--- src/rtl/mem_port_arbiter_pkg.sv ---
// rtl/mem_port_arbiter_pkg.sv - shared types for the two-port memory arbiter
package arb_pkg;

    typedef enum logic [1:0] {IDLE, WAIT, DONE} arb_state_t;

    typedef logic owner_t;

    localparam owner_t OWNER_FETCH = 1'b0;
    localparam owner_t OWNER_DATA  = 1'b1;

endpackage

--- src/rtl/mem_port_arbiter_rr_pick2.sv ---
// rtl/mem_port_arbiter_rr_pick2.sv - combinational two-way round-robin picker
module rr_pick2
    import arb_pkg::*;
(
    input  logic [1:0] req,
    input  owner_t     last_owner,
    output logic       grant_valid,
    output owner_t     grant_owner
);

    // On a tie the port that did not win last time takes the grant.
    always_comb begin
        grant_valid = |req;
        grant_owner = OWNER_FETCH;
        if (req == 2'b11) begin
            grant_owner = ~last_owner;
        end else if (req[1]) begin
            grant_owner = OWNER_DATA;
        end
    end

endmodule

--- src/rtl/mem_port_arbiter.sv ---
// rtl/mem_port_arbiter.sv - shares one memory port between fetch and data requesters
module mem_port_arbiter
    import arb_pkg::*;
#(
    parameter int AW      = 32,
    parameter int DW      = 32,
    parameter int TIMEOUT = 16
) (
    input  logic          clk,
    input  logic          reset_n,
    input  logic          r0_req,
    input  logic          r0_we,
    input  logic [AW-1:0] r0_addr,
    input  logic [DW-1:0] r0_wdata,
    output logic          r0_ack,
    output logic          r0_err,
    input  logic          r1_req,
    input  logic          r1_we,
    input  logic [AW-1:0] r1_addr,
    input  logic [DW-1:0] r1_wdata,
    output logic          r1_ack,
    output logic          r1_err,
    output logic [DW-1:0] rdata,
    output logic          mem_req,
    output logic          mem_we,
    output logic [AW-1:0] mem_addr,
    output logic [DW-1:0] mem_wdata,
    input  logic          mem_ack,
    input  logic [DW-1:0] mem_rdata,
    output logic          busy,
    output logic          err_sticky
);

    localparam int            CW       = (TIMEOUT > 0) ? $clog2(TIMEOUT + 1) : 1;
    localparam bit            TO_EN    = (TIMEOUT > 0);
    localparam logic [CW-1:0] CNT_LAST = CW'((TIMEOUT > 0) ? TIMEOUT - 1 : 0);

    arb_state_t    r_state;
    owner_t        r_owner;
    owner_t        r_last_owner;
    logic          r_we;
    logic [AW-1:0] r_addr;
    logic [DW-1:0] r_wdata;
    logic [CW-1:0] r_cnt;
    logic          r_mem_req;
    logic          r_busy;
    logic          r_err_sticky;
    logic [DW-1:0] r_rdata;
    logic          r_r0_ack;
    logic          r_r0_err;
    logic          r_r1_ack;
    logic          r_r1_err;

    logic          w_grant_valid;
    owner_t        w_grant_owner;
    logic          w_timeout;

    rr_pick2 u_pick (
        .req         ({r1_req, r0_req}),
        .last_owner  (r_last_owner),
        .grant_valid (w_grant_valid),
        .grant_owner (w_grant_owner)
    );

    assign w_timeout = TO_EN && (r_cnt == CNT_LAST);

    always_ff @(posedge clk or negedge reset_n) begin
        if (!reset_n) begin
            r_state      <= IDLE;
            r_owner      <= OWNER_FETCH;
            r_last_owner <= OWNER_DATA;
            r_we         <= 1'b0;
            r_addr       <= '0;
            r_wdata      <= '0;
            r_cnt        <= '0;
            r_mem_req    <= 1'b0;
            r_busy       <= 1'b0;
            r_err_sticky <= 1'b0;
            r_rdata      <= '0;
            r_r0_ack     <= 1'b0;
            r_r0_err     <= 1'b0;
            r_r1_ack     <= 1'b0;
            r_r1_err     <= 1'b0;
        end else begin
            r_r0_ack <= 1'b0;
            r_r0_err <= 1'b0;
            r_r1_ack <= 1'b0;
            r_r1_err <= 1'b0;
            case (r_state)
                IDLE: begin
                    if (w_grant_valid) begin
                        r_owner   <= w_grant_owner;
                        r_we      <= (w_grant_owner == OWNER_DATA) ? r1_we    : r0_we;
                        r_addr    <= (w_grant_owner == OWNER_DATA) ? r1_addr  : r0_addr;
                        r_wdata   <= (w_grant_owner == OWNER_DATA) ? r1_wdata : r0_wdata;
                        r_cnt     <= '0;
                        r_mem_req <= 1'b1;
                        r_busy    <= 1'b1;
                        r_state   <= WAIT;
                    end
                end
                WAIT: begin
                    // A late mem_ack on the timeout cycle still counts as success.
                    if (mem_ack || w_timeout) begin
                        r_rdata   <= mem_ack ? mem_rdata : '0;
                        r_mem_req <= 1'b0;
                        r_r0_ack  <= (r_owner == OWNER_FETCH);
                        r_r1_ack  <= (r_owner == OWNER_DATA);
                        r_r0_err  <= (r_owner == OWNER_FETCH) && !mem_ack;
                        r_r1_err  <= (r_owner == OWNER_DATA) && !mem_ack;
                        if (!mem_ack) begin
                            r_err_sticky <= 1'b1;
                        end
                        r_state <= DONE;
                    end else begin
                        r_cnt <= r_cnt + CW'(1);
                    end
                end
                DONE: begin
                    r_last_owner <= r_owner;
                    r_cnt        <= '0;
                    r_busy       <= 1'b0;
                    r_state      <= IDLE;
                end
                default: begin
                    r_state <= IDLE;
                end
            endcase
        end
    end

    assign mem_req    = r_mem_req;
    assign mem_we     = r_we;
    assign mem_addr   = r_addr;
    assign mem_wdata  = r_wdata;
    assign rdata      = r_rdata;
    assign busy       = r_busy;
    assign err_sticky = r_err_sticky;
    assign r0_ack     = r_r0_ack;
    assign r0_err     = r_r0_err;
    assign r1_ack     = r_r1_ack;
    assign r1_err     = r_r1_err;

endmodule
--- config.mk ---
export PLATFORM = sky130hd
export DESIGN_NAME = mem_port_arbiter
export DESIGN_NICKNAME = d
export VERILOG_FILES = /design/src/rtl/mem_port_arbiter_pkg.sv /design/src/rtl/mem_port_arbiter_rr_pick2.sv /design/src/rtl/mem_port_arbiter.sv
export SDC_FILE = /design/constraint.sdc
export NUM_CORES = 1
export LEC_CHECK = 0
export CAP_MARGIN = 20
export CORE_ASPECT_RATIO = 1.25
export CORE_UTILIZATION = 40
export CTS_BUF_LIST = sky130_fd_sc_hd__clkbuf_4 sky130_fd_sc_hd__clkbuf_8
export DETAILED_ROUTE_END_ITERATION = 7
export HOLD_SLACK_MARGIN = 0.05
export PLACE_DENSITY_LB_ADDON = 0.12
export SLEW_MARGIN = 20
export SYNTH_ARGS = -nofsm -noshare
export SYNTH_HDL_FRONTEND = slang
export SYNTH_HIERARCHICAL = 1
export SYNTH_SLANG_ARGS = --single-unit
--- constraint.sdc ---
create_clock -name clk -period 2.81 [get_ports clk]
set_input_delay 0.843 -clock clk [delete_from_list [all_inputs] [get_ports clk]]
set_output_delay 0.843 -clock clk [all_outputs]
set_load 0.02 [all_outputs]
==> metrics.cfg <==
[run_status]
status = completed

[synthesis]
netlist.area_leader.share = 0.586
syn_nets = 583
synth_area_leaders = dfrtp_1 (59%), mux2i_1 (14%), a21oi_1 (6.9%)
avgSynthCellArea_um2 = 11.6
synth-seq-cells = 113
syn_inst = 414
yosys.area.top_type = dfrtp_1
ys_warn_count = 6
ys_seq_area_frac = 0.592
syn_area_um2 = 4780
synth_cell_type_count = 32

[power]
power.switching_mw = 3.17
leakagePower_nw = 3.49
ir_worst_vdd_mv = 0.642
power_frac_comb = 0.470
power_density_nw_per_um2 = 1080
seqPwrFrac = 0.320
clkPwrFrac = 0.210
swShare = 0.361
intPower_mw = 5.60

[routing]
wl_mm = 13.5
drt-initial-drc-count = 115
final_antenna_net_count = 0
drt_pass1_iterations = 4
via_count = 4078
drc = 0
avgViaCountPerCell = 4.77
avgRoutedWirePerCell_um = 15.8

[layout]
final_common_cell = clkdlybuf4s50_1
final_cell_count_no_fill = 855
seq_area_um2 = 2830
drive_gt1_frac = 0.0706
multiInputGateArea_um2 = 1820
area_growth_syn_to_layout_pct = 70.5
n_fill_cell = 874
finalNetCount = 850
layout_common_cells = clkdlybuf4s50_1 (269), dfrtp_1 (112), nor2_1 (71), a21oi_1 (66), mux2i_1 (65)
diodes = 0

[sta]
setup_ws_ps = 538
final-setup-viol-count = 0
maxSlewViolCount = 0
fin_skew_ps = 10.1
rsz0062_at_grt = false
min_period_over_period = 0.808
max_freq_mhz = 440
hold_viol = 0
tns_ps = 0
relSlewSlack = 0.679
worstMarginPinSlew_ps = 480
fin_crit_ps = 2270
worst_hold_slack_ps = 360

[flow_run]
drv_cap = 0

[placed_design]
dp_cells = 823
io_buffers = 270
pre_cts_ws_ps = 249
dp_hpwl_mm = 10.2
finalWeightedCongestion = 0.788

[grt]
track_usage = 0.224
gr-total-overflow = 0
antenna_found_initial = 0
grt_pass1_wl_mm = 21.1
grt_max_degree = 93
first_global_vias = 4179

[clock_tree]
cts_tree = yes
htreeDepth = 4
clockBufferDepth = 2
numCtsBuffers = 17
cts.clk_slew.worst_paths_ps = 60
cts_hold_buf = 0
clk_latency_ps = 420
cts_resized = 0
root_buffer = clkbuf_8
cts_sinks = 113
post_cts_buffers = 0

[floorplanning]
core_um2 = 11600
die_w_um = 99.8
io_pins = 271
fp.dieArea_um2 = 12400
row_count = 44
die_y_um = 124
start_util = 0.412

[worst_setup_path]
setup.worst_path.class = reg2out
r2r-start = r_cnt[0]
end_kind = primary output
critPathMaxStageDelay_ps = 660
rrSetupSlack_ps = 630
crit_slowest_cell = clkdlybuf4s50_1
cp-start-kind = register
worst-path-max-fanout = 2
r2r_cells = 6
path_cells = clkdlybuf4s50_1
r2r_end = r_cnt[4]
crit_family = buffers and inverters
critPathArrivalTime_ps = 1430
required_ps = 1970
path_buf_inv = 1

[hold_path]
hp-class = in2async

[per-layer routing]
layer	track usage	part of all wire	up-vias
met5	0	0	-
met1	0.255	0.39	1883
met4	0.0787	0.018	0
met2	0.387	0.50	178
li1	-	-	1997
met3	0.0749	0.088	20
[flip-flops by register name, indices dropped and copies added (netlist names), 2 cells and up]
name       count
mem_addr      32
mem_wdata     32
rdata         32
r_cnt          5
r_state        2
[layout make-up]
class / instances / area share
Clock buffer: 21 / 0.0339
Multi-Input combinational cell: 268 / 0.223
Inverter: 3 / 0.00138
Sequential cell: 113 / 0.347
Tap cell: 161 / 0.0247
Timing Repair Buffer: 278 / 0.345
Clock inverter: 11 / 0.0255
[per-stage QoR]
step	power (mW)	util	instance area (µm²)
after CTS	8.88	0.702	8150
after floorplan	4.92	-	4780
after global placement	6.90	0.660	7670
after detailed placement	6.99	0.660	7670
final	8.77	0.702	8150
after global routing	9.28	0.702	8150
[synth_stat cells]
cell and instances:
inv_1 3, buf_4 1, nor2b_1 3, mux2_1 1, nor3b_1 3, o21ai_0 1, or2b_1 1, buf_2 19
o21ai_2 1, dfstp_2 1, clkbuf_1 10, dfrtp_1 112, and2_1 3, nand3_1 1, and3_1 1, or3_1 1
ha_1 2, nor4b_2 2, mux2_2 1, nor2_1 71, or2_1 2, or4b_4 1, a211o_1 1, a21boi_1 1
nand2_1 1, mux2i_1 65, xnor2_1 1, nor3_1 1, nand2b_1 2, a21o_1 1, a21oi_1 66, a22o_1 34
[power by group through the flow]
stage	clock, mW	sequential, mW	combinational [mW]
2_1_floorplan	0	3.63	1.29
3_3_place_gp	0	2.81	4.09
3_5_place_dp	0	2.82	4.17
4_1_cts	1.89	2.82	4.17
5_1_grt	1.96	2.91	4.41
6_report	1.84	2.81	4.12
[how the worst max path moves through the flow]
stage / from / endpoint / slack [ps] / cells after the start
CTS: mem_wdata[11] / mem_wdata[11] / 510 / 1
global route: mem_wdata[11] / mem_wdata[11] / 490 / 1
floorplan: r1_req / r_cnt[4] / 800 / 4
global placement: r0_req / r_cnt[4] / 270 / 5
detailed placement: r1_req / mem_wdata[12] / 250 / 5
finish: mem_wdata[7] / mem_wdata[7] / 540 / 1
[cells by family (layout without fill, tap and decap cells)]
| kind of cell | after synthesis | after routing | synth area share |
|---|---|---|---|
| mux | 67 | 67 | 0.141 |
| fa+ha+maj | 2 | 2 | 0.00523 |
| xor+xnor | 1 | 1 | 0.00183 |
| flops | 113 | 113 | 0.592 |
| simple gates | 93 | 93 | 0.0897 |
| compound gates | 105 | 105 | 0.139 |
| buf+inv | 33 | 313 | 0.0317 |
Power figures use the tool's default switching activity.
